### src/rtl/tt_um_serial_addsub.sv
// Bit-serial two's-complement adder/subtractor tile. Operands arrive LSB
// first; a single carry/borrow flop is reused for every bit. Subtraction is
// A + ~B + 1, with the +1 preloaded into the carry flop at start.
module tt_um_serial_addsub #(
  parameter int WIDTH = 8
) (
  input  logic       clk,
  input  logic       rst_n,
  input  logic       ena,
  input  logic [7:0] ui_in,
  output logic [7:0] uo_out,
  input  logic [7:0] uio_in,
  output logic [7:0] uio_out,
  output logic [7:0] uio_oe
);

  typedef enum logic [1:0] {
    S_IDLE = 2'b00,
    S_RUN  = 2'b01,
    S_DONE = 2'b10
  } state_e;

  localparam logic [2:0] LAST_BIT = 3'(WIDTH - 1);

  // Input field decode.
  logic a_bit, b_bit, start, sub_in, bit_valid;
  assign a_bit     = ui_in[0];
  assign b_bit     = ui_in[1];
  assign start     = ui_in[2];
  assign sub_in    = ui_in[3];
  assign bit_valid = ui_in[4];

  // ena, uio_in and ui_in[7:5] carry no function in this tile.
  logic unused_ok;
  assign unused_ok = &{1'b0, ena, uio_in, ui_in[7:5]};

  state_e             state_q, state_d;
  logic               sub_q, sub_d;
  logic               carry_q, carry_d;
  logic [2:0]         cnt_q, cnt_d;
  logic [WIDTH-1:0]   result_q, result_d;
  logic               sum_bit_q, sum_bit_d;
  logic               sum_valid_q, sum_valid_d;
  logic               done_q, done_d;
  logic               cout_q, cout_d;
  logic               ovf_q, ovf_d;

  // One full-adder slice shared across all bit positions.
  logic b_eff, sum_s, carry_nx;
  assign b_eff    = b_bit ^ sub_q;
  assign sum_s    = a_bit ^ b_eff ^ carry_q;
  assign carry_nx = (a_bit & b_eff) | (a_bit & carry_q) | (b_eff & carry_q);

  // Next-state and datapath updates; everything holds unless a case moves it.
  always_comb begin
    state_d     = state_q;
    sub_d       = sub_q;
    carry_d     = carry_q;
    cnt_d       = cnt_q;
    result_d    = result_q;
    sum_bit_d   = sum_bit_q;
    sum_valid_d = 1'b0;
    done_d      = done_q;
    cout_d      = cout_q;
    ovf_d       = ovf_q;

    case (state_q)
      S_IDLE, S_DONE: begin
        // DONE accepts a new start directly so ops can run back to back.
        if (start) begin
          state_d  = S_RUN;
          sub_d    = sub_in;
          carry_d  = sub_in;
          cnt_d    = '0;
          result_d = '0;
          done_d   = 1'b0;
        end
      end
      S_RUN: begin
        // start is deliberately ignored here; gaps simply hold all state.
        if (bit_valid) begin
          carry_d            = carry_nx;
          sum_bit_d          = sum_s;
          sum_valid_d        = 1'b1;
          result_d           = result_q >> 1;
          result_d[WIDTH-1]  = sum_s;
          cnt_d              = cnt_q + 3'd1;
          if (cnt_q == LAST_BIT) begin
            state_d = S_DONE;
            cout_d  = carry_nx;
            // Signed overflow: carry into the MSB differs from carry out.
            ovf_d   = carry_q ^ carry_nx;
            done_d  = 1'b1;
            cnt_d   = '0;
          end
        end
      end
      default: state_d = S_IDLE;
    endcase
  end

  // State and datapath registers; async reset clears everything.
  always_ff @(posedge clk or negedge rst_n) begin
    if (!rst_n) begin
      state_q     <= S_IDLE;
      sub_q       <= 1'b0;
      carry_q     <= 1'b0;
      cnt_q       <= '0;
      result_q    <= '0;
      sum_bit_q   <= 1'b0;
      sum_valid_q <= 1'b0;
      done_q      <= 1'b0;
      cout_q      <= 1'b0;
      ovf_q       <= 1'b0;
    end else begin
      state_q     <= state_d;
      sub_q       <= sub_d;
      carry_q     <= carry_d;
      cnt_q       <= cnt_d;
      result_q    <= result_d;
      sum_bit_q   <= sum_bit_d;
      sum_valid_q <= sum_valid_d;
      done_q      <= done_d;
      cout_q      <= cout_d;
      ovf_q       <= ovf_d;
    end
  end

  // Output packing; state code on [7:6] doubles as the debug view of the FSM.
  always_comb begin
    uo_out    = {state_q, ovf_q, cout_q, done_q, (state_q == S_RUN),
                 sum_valid_q, sum_bit_q};
    uio_out   = '0;
    uio_out[WIDTH-1:0] = result_q;
    uio_oe    = 8'hFF;
  end

endmodule

### config.mk
export PLATFORM = sky130hd
export DESIGN_NAME = tt_um_serial_addsub
export DESIGN_NICKNAME = d
export VERILOG_FILES = /design/src/rtl/tt_um_serial_addsub.sv
export SDC_FILE = /design/constraint.sdc
export NUM_CORES = 1
export LEC_CHECK = 0
export CORE_MARGIN = 3
export CORE_UTILIZATION = 30
export DETAILED_ROUTE_END_ITERATION = 10
export GPL_TIMING_DRIVEN = 0
export MAX_ROUTING_LAYER = met4
export PLACE_DENSITY_LB_ADDON = 0.1
export SYNTH_ARGS = -nofsm -noshare
export SYNTH_HDL_FRONTEND = slang
export SYNTH_SLANG_ARGS = --single-unit
### constraint.sdc
create_clock -name clk -period 2.4 [get_ports clk]
set_clock_uncertainty 0.2 [all_clocks]
set_input_delay 0.24 -clock clk [delete_from_list [all_inputs] [get_ports clk]]
set_output_delay 0.24 -clock clk [all_outputs]
set_load 0.005 [all_outputs]
[Word level (Yosys, flattened, before mapping)]
Cells that the tools add are included.
Storage, ports and cells
  logic and storage cells: 55
  input bits: 19
  register bits: 20
  output and inout bits: 24
Operators by class
  mux-type cells: 20
  bitwise gates (word level): 9
  eq/ne operators: 6
  add/subtract/negate cells: 1
  reductions and logical operators: 9
Operators with widths (count)
  8-bit two-way mux: 2
  8-bit case mux with 2 select lines: 1
  3-bit two-way mux: 3
  3-bit AND reduction: 3
  1-bit two-way mux: 7
  2-bit two-way mux: 3
  3-bit case mux with 2 select lines: 1
  2-bit inequality test, second input constant: 2
  1-bit case mux with 2 select lines: 2
  2-bit case mux with 2 select lines: 1
  2-bit AND reduction: 2
  4-bit AND reduction: 1
  1-bit bitwise XOR: 4
  3-bit by 1-bit adder with 3-bit output, second input constant: 1
  1-bit AND: 3
  3-bit equality test, second input constant: 1
  2-bit by 1-bit equality test with 1-bit output, second input constant: 1
  2-bit equality test, second input constant: 1
  2-bit logical NOT: 1
  2-bit by 1-bit inequality test with 1-bit output, second input constant: 1
  1-bit OR: 2
  2-bit nonzero test: 1
  2-bit OR reduction: 1

[Depth between registers and ports, before layout]
Gate-level depths: netlist of the first run.
  depth in word-level cells: 6
  gate-level depth with buffers: 5
  depth with buffers taken out: 5

[Worst setup path after synthesis of the first run]
No wires, ideal clock.
  path type: register to register
  start point: reg sub_q
  end point: reg ovf_q
  slack: 0.914 ns
  stages on the path, launching flop included: 5
  data required time: 2.116 ns
  setup time: 0.084 ns
  arrival: 1.203 ns
  path buffers: 0
  period minus slack after synthesis: 1.486 ns
  path through: dfrtp_1 -> xnor2_1 -> fa_1 -> xor2_1 -> o21ai_0
Between the ends
  longest elaborated chain between the ends: 5
  elaborated cells between the ends (all ways): 6
  those cells by class: 6 x bitwise
RTL lines
  from (decl): line 38  | logic sub_q, sub_d;
  from (signal assigned): line 117  | sub_q <= sub_d;
  1-bit bitwise XOR *: line 50  | assign b_eff = b_bit ^ sub_q;
  1-bit AND: line 52  | assign carry_nx = (a_bit & b_eff) | (a_bit & carry_q) | (b_eff & carry_q);
  1-bit OR: line 52
  1-bit OR *: line 52
  1-bit bitwise XOR *: line 92  | ovf_d = carry_q ^ carry_nx;
  to (signal assigned): line 125  | ovf_q <= ovf_d;
  to (decl): line 46  | logic ovf_q, ovf_d;
Mark *: on every way between the ends. The rest lies on a longest branch, timed or not.
A chain may end at the register's enable or synchronous reset.

[Final worst setup path of the first run]
  start point: reg state_q[0]
  end point: out uo_out[2]
Between the ends
  longest elaborated chain between the ends: 1
RTL lines
  from (decl): line 37  | state_e state_q, state_d;
  from (signal assigned): line 116  | state_q <= state_d;
  2-bit by 1-bit equality test with 1-bit output: line 131  | uo_out = {state_q, ovf_q, cout_q, done_q, (state_q == S_RUN),
  to (decl): line 11  | output logic [7:0] uo_out,
Every way passes these cells.

==> results of run 1 <==
kinds of logic after synthesis:
kind of cell,after synthesis,share of synthesized area [%]
mux,1,1.447
other cells,1,0.3615
compound gates,8,7.237
xor+xnor,2,1.689
simple gates,45,21.71
flops,20,48.25
buf+inv,20,14.96
fa+ha+maj,3,4.342
placed cells by master, fill, tap and decap left out, types with 2 or more instances in the layout:
master           count
buf_4               14
ha_1                 2
o21ai_0              2
nand3_1             11
buf_6                3
clkdlybuf4s50_1     22
dfrtp_1             20
clkbuf_4             3
conb_1               8
nand2_1             27
inv_1                2
synthesized netlist by cell type:
| cell type | number |
|---|---|
| a31oi_4 | 1 |
| and2b_2 | 1 |
| buf_4 | 14 |
| buf_6 | 3 |
| conb_1 | 1 |
| dfrtp_1 | 20 |
| fa_1 | 1 |
| ha_1 | 2 |
| inv_1 | 2 |
| inv_6 | 1 |
| mux2_4 | 1 |
| nand2_1 | 27 |
| nand2b_1 | 1 |
| nand2b_4 | 1 |
| nand3_1 | 11 |
| nand3b_1 | 1 |
| nand3b_4 | 1 |
| nand4b_1 | 1 |
| nor2_1 | 1 |
| o211ai_1 | 1 |
| o21ai_0 | 2 |
| o21ai_1 | 1 |
| o21ai_2 | 1 |
| o2bb2ai_2 | 1 |
| o31ai_1 | 1 |
| xnor2_1 | 1 |
| xor2_1 | 1 |
path summary, 6_finish.rpt:
kind | from | to | slack, ns | depth (start not counted)
setup reg to reg | sub_q | ovf_q | 0.82 | 4
setup / recovery | state_q[0] | uo_out[2] | 0.37 | 4
min in group clk | done_q | done_q | 0.29 | 2
hold / removal | rst_n | cnt_q[0] | 0.23 | 1
hold reg to reg | done_q | done_q | 0.29 | 2
max in group asynchronous | rst_n | carry_q | 1.21 | 1
final cells by class:
cell class	instances	area, sq um
plain buffers	17	138.9
clock buffers	3	22.52
clock inverters	1	30.03
fillers	314	1787
inverters	3	16.27
multi-input cells	67	407.9
flip-flops and latches	20	500.5
well taps	44	55.05
repair buffers	22	220.2
layer usage:
layer  vias up  global-route usage [%]  routed length [um]
met5         -                       -                   0
met1       350                   14.38                 917
met4         0                   4.749                  21
met3         2                   2.426                 142
met2        28                   16.99                 877
li1        371                       -                   -
registers in the layout (all words and copies together) (netlist names):
signal and flops:
cout_q 1, sum_bit_q 1, uio_out 8, state_q 2
ovf_q 1, sum_valid_q 1, done_q 1, carry_q 1
cnt_q 3, sub_q 1
metrics by stage:
stage               std cells  hold slack (ns)  power, mW  cell area (sq um)
floorplan                 107          -0.2556     0.9527               1064
global placement          173           0.2626      1.233               1339
detailed placement        173           0.2653      1.244               1339
CTS                       177           0.2790      1.529               1391
global route              177           0.3297      1.633               1391
finish                    177           0.2304      1.505               1391
worst reg2reg max path, stage by stage (launching register included):
cell,delay (ns)
dfrtp_1,0.41
xnor2_1,0.14
fa_1,0.43
xor2_1,0.18
o21ai_0,0.14
report_power, final:
group,internal [mW],switching (mW),leakage [nW]
logic,0.402,0.269,0.399
registers,0.469,0.0873,0.255
clock network,0.169,0.109,0.0279
==> impl_summary.txt, run 1 <==
----------------------------------------------------
[Status]
  Run status ... complete, no violations

[Drt]
  Residual antenna-violating net count after detailed routing ... 0
  Total vias in the final route ... approximately 750
  Detailed-routing iteration count for the pre-antenna-repair pass ... 4
  Post-route DRC violation count ... 0
  Vias per inst ... 4.243
  DRT iter0 DRCs ... 31
  Final WL ... 1.959 mm
  WL/cell ... around 11 um

[Worst setup path]
  Required arrival time at the worst endpoint ... 1.96 ns
  Delay of the slowest cell on the worst path ... 0.43 ns
  CP endpoint kind ... output port
  Series of cell instances along the critical path ... buf_6 -> and2b_2 -> buf_4 -> clkdlybuf4s50_1
  Bufs and invs on worst path ... 3
  Slowest library cell on the worst path ... clkdlybuf4s50_1
  Category of cells accounting for the largest share of critical-path delay ... buffers and inverters
  Critical-path maximum fanout ... 7
  Path type of the worst setup path ... flip-flop to output port
  Kind of start point of the critical path ... flip-flop
  Arrival time worst endpoint ... 1.59 ns

[Floorplanning]
  Num ports ... 43
  Die Height ... 64.80 um
  Effective utilization at floorplan ... 32.64%
  Horizontal die dimension ... 64.80 um
  Row count ... 20
  Core Footprint ... 0.003178 sq mm
  Overall die area ... 0.004199 sq mm

[Timing]
  Total of endpoints with negative setup slack in the final report ... 0
  Worst slew pin tran ... 0.9107 ns
  Fin. max-slew vios ... 0
  Setup_tns ... 0 ns
  RSZ-0062 raised after global routing ... false
  Upper clock frequency limit ... 491.7 MHz
  Post-route minimum period ... 2.034 ns
  Final period util ... 84.74%
  Final Hold Violating Endpoints ... 0
  Headroom to the max-slew limit ... 39.09%
  Min setup slack post-route ... between 0.3 and 0.4 ns

[Yosys]
  Syn_area_per_cell ... 10.37 sq um
  Area share of the leading cell type in the synthesized netlist ... 48.25%
  Synth warn ... 0
  Flip-flop and latch count after synthesis ... 20
  Sequential fraction of the synthesis area ... about half
  Post-synthesis cell area ... 0.001037 sq mm
  Largest cells by area after synthesis ... dfrtp_1 (48%), buf_4 (10%), nand2_1 (9.8%), nand3_1 (5.3%), buf_6 (3.3%)
  Largest area contributor in the synthesized netlist ... dfrtp_1
  Unique masters post-synth ... 27
  Number of cells produced by synthesis ... 100

[Clock network]
  CTS tree ... built
  Post-CTS Setup Inserts ... 0
  Post-cts hold buffer count ... 0
  Clock-pin slew on the worst setup and hold paths ... 0.12 ns
  Clock tree sinks ... 20
  Number of CTS-inserted buffers ... 3
  Later-pin clock latency in the skew report ... 0.31 ns
  Post-CTS Resized ... 0
  Root Buffer ... clkbuf_4
  CTS H-Tree Depth ... 1
  Max clock buf depth ... 2

[Hold path]
  Class of the most critical hold timing path ... input port to asynchronous set/reset pin

[Final layout]
  Fraction of layout cells with a size suffix above 1 ... 21.80%
  Post-layout utilization of the core ... between 40% and 50%
  Area growth syn-to-layout ... 34.14%
  Number of nets in the finished design ... 156
  Diodes inserted ... 0

[Place]
  Count of buffers inserted at the top-level ports ... 22
  DPL Wire Length ... 1.404 mm
  Worst slack, placed ... 0.5426 ns
  Final Wtd Congestion ... 0.7211

[Power]
  IR Drop Worst-Case VDD ... 0.0003148 V
  Lkg Pwr ... 0.6814 nW
  Power per standard cell area ... 1082 mW/mm^2

[Global routing]
  Total global-route track usage ... 11.18%
  Wire length of the first global-routing pass ... about 3.6 mm
  Vias in the first global route ... 793
  Largest net degree at the start of global routing ... 21
  Initial antenna violation count ... 0
  Overflow left after global routing ... 0

[Flow run]
  Number of maximum-capacitance violations ... 0

----------------------------------------------------
Power figures use the tool's default switching activity.
==> run 2: changes to the inputs <==
==> constraint.sdc (replaced) <==
create_clock -name clk -period 1.9 [get_ports clk]
set_clock_uncertainty 0.2 [all_clocks]
set_input_delay 0.19 -clock clk [delete_from_list [all_inputs] [get_ports clk]]
set_output_delay 0.19 -clock clk [all_outputs]
set_load 0.005 [all_outputs]
==> run 2 against run 1 <==
Cell count unchanged; worst hold slack worse by 0.050 ns; largest power group unchanged; first-iteration DRC count unchanged; flip-flop and latch count unchanged; register-to-register slack worse by 0.50 ns; count of clock-buffer cells in the layout unchanged; critical endpoint unchanged; non-clock buffer count unchanged; sequential share of layout area about the same; highest routed layer unchanged; clock power up 26%.
==> impl_summary.txt, run 2 (synthesis gave the netlist of run 1 again) <==
----------------------------------------------------
[Drt]
  Total vias in the final route ... 751
  Detailed-routing iteration count for the pre-antenna-repair pass ... 4
  Vias per inst ... 4.243
  Final WL ... 1.959 mm
  Residual antenna-violating net count after detailed routing ... 0
  WL/cell ... around 11 um
  DRT iter0 DRCs ... 31
  Post-route DRC violation count ... 0

[Clock network]
  Max clock buf depth ... 2
  Clock tree sinks ... 20
  Clock-pin slew on the worst setup and hold paths ... roughly 0.12 ns
  Post-cts hold buffer count ... 0
  Root Buffer ... clkbuf_4
  CTS H-Tree Depth ... 1
  Number of CTS-inserted buffers ... 3
  Later-pin clock latency in the skew report ... 0.31 ns
  CTS tree ... built

[Final layout]
  Most common cell after layout, fill and taps aside ... nand2_1
  Number of nets in the finished design ... 156
  Area growth syn-to-layout ... 34.02%
  Fraction of layout cells with a size suffix above 1 ... 21.80%
  Flip-flop count of the largest register after layout ... 8
  Diodes inserted ... 0
  Leading cell types in the layout, fill and taps excluded ... nand2_1 (27), clkdlybuf4s50_1 (21), dfrtp_1 (20)
  FILL cells ... 315

[Place]
  DPL Wire Length ... 1.404 mm
  Final Wtd Congestion ... between 0.7 and 0.8
  Worst slack, placed ... 0.09263 ns
  Count of buffers inserted at the top-level ports ... 22

[Worst setup path]
  Length in cells of the worst reg-to-reg path ... 4
  Series of cell instances along the critical path ... buf_6 -> and2b_2 -> buf_4 -> dlygate4sd2_1
  Reg2Reg Capture Point ... ovf_q
  Launch instance of the worst register-to-register path ... sub_q
  Delay of the slowest cell on the worst path ... between 0.4 and 0.5 ns
  Slowest library cell on the worst path ... dfrtp_1
  Required arrival time at the worst endpoint ... 1.51 ns
  CP endpoint kind ... output port
  Register-to-register path setup slack ... 0.32 ns
  Kind of start point of the critical path ... flip-flop
  Arrival time worst endpoint ... 1.41 ns
  Critical-path maximum fanout ... 7
  Path type of the worst setup path ... flip-flop to output port

[Timing]
  Upper clock frequency limit ... 555.1 MHz
  Setup_tns ... 0 ns
  RSZ-0062 raised after global routing ... false
  Total of endpoints with negative setup slack in the final report ... 0
  Min setup slack post-route ... slightly below 0.1 ns
  Final period util ... 94.82%
  Fin. max-slew vios ... 0
  Final Hold Violating Endpoints ... 0
  Worst slew pin tran ... 0.9107 ns
  Post-route minimum period ... 1.802 ns
  Headroom to the max-slew limit ... 39.09%

[Floorplanning]
  Horizontal die dimension ... roughly 65 um
  Core Footprint ... 0.003178 sq mm
  Num ports ... 43
  Die Height ... around 65 um
  Overall die area ... 0.004199 sq mm
  Row count ... 20
  Effective utilization at floorplan ... 32.64%

[Global routing]
  Overflow left after global routing ... 0
  Initial antenna violation count ... 0
  Vias in the first global route ... 793
  Wire length of the first global-routing pass ... ~3.6 mm
  Total global-route track usage ... 11.18%
  Largest net degree at the start of global routing ... 21

[Power]
  Power per standard cell area ... 1364 mW/mm^2
  IR Drop Worst-Case VDD ... 0.0003973 V
  Lkg Pwr ... 0.6807 nW

[Flow run]
  Number of maximum-capacitance violations ... 0

[Status]
  Run status ... complete, no violations

[Hold path]
  Class of the most critical hold timing path ... input port to asynchronous set/reset pin

----------------------------------------------------
==> run 2: cell types whose count changed in the layout (fill, tap and decap cells not counted), sizes merged <==
cell           delta
clkdlybuf4s50     -1
dlygate4sd2       +1
==> run 2: cell type report <==
cell class                      instances  area (sq um)  share of cell area (%)
Sequential cell                        20         500.5                   36.00
Inverter                                3         16.27                   1.170
Tap cell                               44         55.05                   3.960
Timing Repair Buffer                   22         219.0                   15.75
Clock inverter                          1         30.03                   2.160
Buffer                                 17         138.9                   9.991
Multi-Input combinational cell         67         407.9                   29.34
Clock buffer                            3         22.52                   1.620
==> run 2: what timing repair did <==
item                       4_1_cts  5_1_grt
setup buffers                    0        0
gates resized for setup          1        0
setup endpoints to repair        1        0
==> run 2: metal layers <==
layer | track usage [%] | wire length, um | vias to the layer above
li1 | - | - | 371
met1 | 14.38 | 917 | 350
met2 | 16.99 | 877 | 28
met3 | 2.426 | 142 | 2
met4 | 4.749 | 21 | 0
met5 | - | 0 | -
==> run 2: report_power, final <==
part | leakage, nW | switching, mW | internal [mW]
combinational | 0.398 | 0.340 | 0.502
sequential | 0.255 | 0.110 | 0.592
clock | 0.0279 | 0.138 | 0.213
==> run 2: worst max path at each step <==
stage	cells past startpoint	slack (ns)	start	end
floorplan	4	0.41	sub_q	ovf_q
global placement	5	0.12	ui_in[1]	ovf_q
detailed placement	5	0.09	ui_in[1]	ovf_q
CTS	4	0.08	state_q[0]	uo_out[2]
global route	4	0.04	state_q[0]	uo_out[2]
finish	4	0.1	state_q[0]	uo_out[2]
==> run 2: critical path: cells and delay by family, from the launching register on <==
kind | cells | cell delay [ns]
flip-flops | 1 | 0.41
buffers and inverters | 3 | 0.51
AND/OR/NAND/NOR | 1 | 0.19
==> run 2: metrics by stage <==
stage / hold slack (ns) / total power, mW / cell area, sq um / cells / util (%)
6_report: 0.1804 / 1.895 / 1390 / 177 / 43.74
5_1_grt: 0.2797 / 2.057 / 1390 / 177 / 43.74
4_1_cts: 0.2290 / 1.925 / 1390 / 177 / 43.74
3_5_place_dp: 0.2653 / 1.571 / 1339 / 173 / 42.13
3_3_place_gp: 0.2626 / 1.558 / 1339 / 173 / 42.13
2_1_floorplan: -0.3056 / 1.203 / 1064 / 107 / -
==> run 3: changes to the inputs <==
--- a/config.mk
+++ b/config.mk
@@ -8,9 +8,11 @@
 export CORE_MARGIN = 3
 export CORE_UTILIZATION = 30
 export DETAILED_ROUTE_END_ITERATION = 10
+export GPL_ROUTABILITY_DRIVEN = 0
 export GPL_TIMING_DRIVEN = 0
 export MAX_ROUTING_LAYER = met4
 export PLACE_DENSITY_LB_ADDON = 0.1
+export SLEW_MARGIN = 20
 export SYNTH_ARGS = -nofsm -noshare
 export SYNTH_HDL_FRONTEND = slang
 export SYNTH_SLANG_ARGS = --single-unit
==> results of run 3 <==
Final layout, timing and power as in run 2 (identical DEF).
==> RTL change 1: new RTL, settings of run 1 <==
Change the parameter `WIDTH` from 8 to 7.
--- a/src/rtl/tt_um_serial_addsub.sv
+++ b/src/rtl/tt_um_serial_addsub.sv
@@ -4,3 +4,3 @@
 module tt_um_serial_addsub #(
-  parameter int WIDTH = 8
+  parameter int WIDTH = 7
 ) (
Formal check against the unedited RTL: not equivalent (a bounded check fails within 4 cycles, from zero or initial values and one cycle with rst_n low).
==> RTL change 1 against run 1 <==
  * Sequential cell count is 1 lower
  * Power decreased by 3.2%
  * Synthesized area is 4.1% lower
  * Largest cell class unchanged
  * Worst hold slack lost 0.014 ns
  * Critical endpoint unchanged
  * Wire length shrank 2.6%
  * Final area fell by 5.6%
  * Global-route usage shrank 0.84 points
  * Worst setup slack worse by 0.12 ns
==> RTL change 1: results (changes against run 1) <==
[metrics] adder and majority gate portion of the synthesized area: 2.01% (-2.3 points)
[metrics] Placement Setup Slack: 0.391 ns (-0.152 ns)
[metrics] buffers outside the clock class: 40 (+2.6%)
[metrics] Crit Path Max Fanout: 10 (+3)
[metrics] synthesized area per cell: 10.2 µm² (-2.1%)
[metrics] Chip Width: 63.6 µm (-1.9%)
[metrics] PortBufs: 21 (-4.5%)
[metrics] Crit. Startpoint: state_q[1]
[metrics] total global routing track utilization: 10.3% (-0.84 points)
[metrics] Worst IR Drop VDD: 0.536 mV (+70%)
[metrics] most frequent cells after synthesis: sky130_fd_sc_hd__dfrtp_1 (19), sky130_fd_sc_hd__buf_4 (16), sky130_fd_sc_hd__nand2_1 (11)
[metrics] sequential area share after synthesis: 47.8% (-0.45 points)
[metrics] worst reg-to-reg setup slack: 0.66 ns (-0.16 ns)
[metrics] Worst EP arrival: 1.71 ns (+0.12 ns)
[metrics] Area Growth Syn to Fin: 32.1%
[metrics] register area: 475 µm² (-5.0%)
[metrics] leading cell types by total area after synthesis: sky130_fd_sc_hd__dfrtp_1 (48%), sky130_fd_sc_hd__buf_4 (12%), sky130_fd_sc_hd__nand2_1 (4.2%)
[metrics] compound-gate portion of the synthesized area: 9.94% (+2.7 points)
[metrics] met3 WL: 143 µm (+0.70%)
[metrics] run status: finished clean
[metrics] worst hold margin: 0.217 ns (-0.0137 ns)
[metrics] switching part of the total power: 34.6% (+3.6 points)
[metrics] portion of netlist area occupied by mux cells: 4.65% (+3.2 points)
[metrics] Tightest Pin Transition: 0.857 ns (-0.0540 ns)
[metrics] Clock buf/inv share: 2.10% (-1.7 points)
[metrics] portion of the layout cell area used by non-clock buffers: 26.7% (+0.86 points)
[metrics] met3 capacity usage during global routing: 4.28% (+1.9 points)
[metrics] grt met2 use: 15.6% (-1.3 points)
[metrics] met1 usage: 13.2% (-1.2 points)
[metrics] #MultiIn Comb: 59 (-12%)
[metrics] pin count of the biggest net entering global routing: 20 (-4.8%)
[metrics] met2 wire len: 910 µm (+3.8%)
[metrics] Largest stage delay, worst path: 0.48 ns (+0.05 ns)
[metrics] dpl hpwl: 1380 µm (-1.7%)
[metrics] count of filler cells inserted in the layout: 340 (+8.3%)
[metrics] count of non-CTS inverters in the layout: 8 (+5)
[metrics] total number of vias: 720 (-4.1%)
[metrics] Cell variety after synth: 30 (+11%)
[metrics] multi-input combinational area share: 28.6% (-0.75 points)
[metrics] number of nets at the end of the flow: 151 (-3.2%)
[metrics] Post-Place Cell Area: 1290 µm² (-3.9%)
[RTL change 1: cell count changes in the layout (fill, tap and decap cells not counted), sizes merged, moves of 2 or more]
cell and delta:
a21o +2, ha -2, inv +5, mux2i +2, nand2 -16, nand3 -3, o21ai +5
[RTL change 1: worst max path at each step]
| stage | end | cells past startpoint |
|---|---|---|
| after global placement | ovf_q | 5 |
| after floorplan | ovf_q | 4 |
| after global routing | uo_out[2] | 4 |
| after detailed placement | ovf_q | 5 |
| after CTS | uo_out[2] | 4 |
| final | uo_out[2] | 4 |
[RTL change 1: power by group through the flow]
stage                     registers [mW]  clock network (mW)  logic (mW)
after floorplan                    0.558                   0       0.445
after global placement             0.573                   0       0.728
after detailed placement           0.576                   0       0.738
after CTS                          0.572               0.172       0.742
after global routing               0.592               0.186       0.813
final                              0.569               0.162       0.727
==> RTL change 2: new RTL, settings of run 1 <==
Made on the original files. Take the reset off `result_q` and load it in a clocked block of its own.
--- a/src/rtl/tt_um_serial_addsub.sv
+++ b/src/rtl/tt_um_serial_addsub.sv
@@ -108,3 +108,2 @@
       cnt_q       <= '0;
-      result_q    <= '0;
       sum_bit_q   <= 1'b0;
@@ -119,3 +118,2 @@
       cnt_q       <= cnt_d;
-      result_q    <= result_d;
       sum_bit_q   <= sum_bit_d;
@@ -126,2 +124,6 @@
     end
+  end
+
+  always_ff @(posedge clk) begin
+    result_q <= result_d;
   end
Behaviour: differs if rst_n is asserted again (counterexample within 4 cycles, from zero or initial values and one cycle with rst_n low); with rst_n held inactive, the same outputs for 10 cycles.
==> RTL change 2 against run 1 <==
  * Final area down 3.2%
  * Synthesized area decreased by 4.3%
  * Power grew 3.3%
  * Largest cell class unchanged
  * Worst setup slack got worse by 0.22 ns
  * Critical endpoint unchanged
  * Cell count shrank 8.5%
  * Sequential cell count unchanged
  * Worst hold slack worse by 0.17 ns
  * Clock power barely moved
  * Synthesized cell count decreased by 15%
  * Wire length down 11%
  * Combinational power decreased by 2%
==> RTL change 2: results (changes against run 1) <==
[metrics] run status: finished clean
[metrics] Cells after DPL: 158 (-8.7%)
[metrics] pin count of the biggest net entering global routing: 13 (-38%)
[metrics] adder and majority gate portion of the synthesized area: 4.54% (+0.20 points)
[metrics] leading cell types by total area after synthesis: sky130_fd_sc_hd__dfrtp_1 (30%), sky130_fd_sc_hd__edfxtp_1 (24%), sky130_fd_sc_hd__buf_4 (11%)
[metrics] r2r worst-path depth: 3 (-1)
[metrics] Clk Tree Root Cell: sky130_fd_sc_hd__clkbuf_4
[metrics] Worst IR Drop VDD: 0.468 mV (+49%)
[metrics] met1 usage: 13.6% (-0.82 points)
[metrics] endpoint of the most critical register-to-register path: uio_out[7]
[metrics] Crit Path Max Fanout: 10 (+3)
[metrics] grt met2 use: 12.8% (-4.2 points)
[metrics] switching part of the total power: 27.7% (-3.3 points)
[metrics] first-pass GRT wire length: 2900 µm (-20%)
[metrics] Largest stage delay, worst path: 0.48 ns (+0.05 ns)
[metrics] WL per Instance: 10.7 µm (-3.1%)
[metrics] met3 capacity usage during global routing: 3.57% (+1.1 points)
[metrics] dpl hpwl: 1290 µm (-8.1%)
[metrics] compound-gate portion of the synthesized area: 5.55% (-1.7 points)
[metrics] Iter 0 DRT Violations: 21 (-32%)
[metrics] via count of the first global-routing pass: 599 (-24%)
[metrics] share of flip-flops with an asynchronous set or reset: 60.0% (-40 points)
[metrics] share of final-layout standard cells stronger than drive strength 1: 21.2% (-0.62 points)
[metrics] clk slew on worst S/H paths: 0.12 ns (about the same)
[metrics] sequential area share after synthesis: 54.5% (+6.2 points)
[metrics] number of nets at the end of the flow: 141 (-9.6%)
[metrics] worst setup path endpoint: uo_out[2]
[metrics] Pre-Repair DR Iteration Count: 3 (-1)
[metrics] total global routing track utilization: 9.47% (-1.7 points)
[metrics] global placer's final weighted congestion: 0.673 (-6.7%)
[metrics] Worst EP arrival: 1.81 ns (+0.22 ns)
[metrics] worst reg-to-reg setup slack: 0.80 ns (-0.02 ns)
[metrics] Diodes inserted: 0 (unchanged)
[metrics] Max-slew headroom: 65.0% (+26 points)
[metrics] portion of netlist area occupied by mux cells: 1.51% (+0.066 points)
[metrics] Post-Place Cell Area: 1290 µm² (-3.4%)
[metrics] count of flip-flops with a built-in enable after synthesis: 8 (+8)
[metrics] Pleak: 0.601 nW (-12%)
[metrics] synthesized area per cell: 11.7 µm² (+13%)
[metrics] per-cell via count in the routed design: 3.97 (-6.5%)
[metrics] worst hold margin: 0.0630 ns (-0.167 ns)
[RTL change 2: changes by cell type after synthesis, moves of 2 or more]
cell	before	now
sky130_fd_sc_hd__nand2_1	27	9
sky130_fd_sc_hd__dfrtp_1	20	12
sky130_fd_sc_hd__edfxtp_1	0	8
sky130_fd_sc_hd__nand3_1	11	3
sky130_fd_sc_hd__and2_1	0	7
sky130_fd_sc_hd__o21ai_0	2	5
sky130_fd_sc_hd__nand2b_1	1	3
sky130_fd_sc_hd__nor2b_1	0	2
[RTL change 2: area by class of cell]
type | instances | area share [%]
clock inverters | 1 | 2.23
well taps | 44 | 4.09
clock buffers | 3 | 1.67
plain buffers | 17 | 9.85
flip-flops and latches | 20 | 40.1
repair buffers | 22 | 16.4
inverters | 3 | 0.836
multi-input cells | 52 | 24.8
[RTL change 2: power by group through the flow]
stage	clock, mW	combinational, mW	sequential, mW
6_report	0.279	0.656	0.620
5_1_grt	0.306	0.734	0.641
4_1_cts	0.286	0.672	0.624
3_5_place_dp	0	0.666	0.631
3_3_place_gp	0	0.659	0.625
2_1_floorplan	0	0.351	0.624
[RTL change 2: routing by layer]
| metal | routed length [µm] | vias to the layer above |
|---|---|---|
| met5 | 0 | - |
| met4 | 4 | 0 |
| met3 | 140 | 2 |
| met2 | 735 | 26 |
| met1 | 857 | 289 |
| li1 | - | 326 |
[RTL change 2: per-stage QoR]
stage,setup slack [ns],utilization (%)
floorplan,0.924,-
global placement,0.476,41.7
detailed placement,0.478,41.7
CTS,0.109,43.4
global route,0.0205,43.4
finish,0.151,43.4
[RTL change 2: worst register-to-register path: stages (launching register included)]
cell and delay (ns):
sky130_fd_sc_hd__dfrtp_1 0.41, sky130_fd_sc_hd__xnor2_1 0.21, sky130_fd_sc_hd__fa_1 0.47, sky130_fd_sc_hd__nor2b_1 0.16
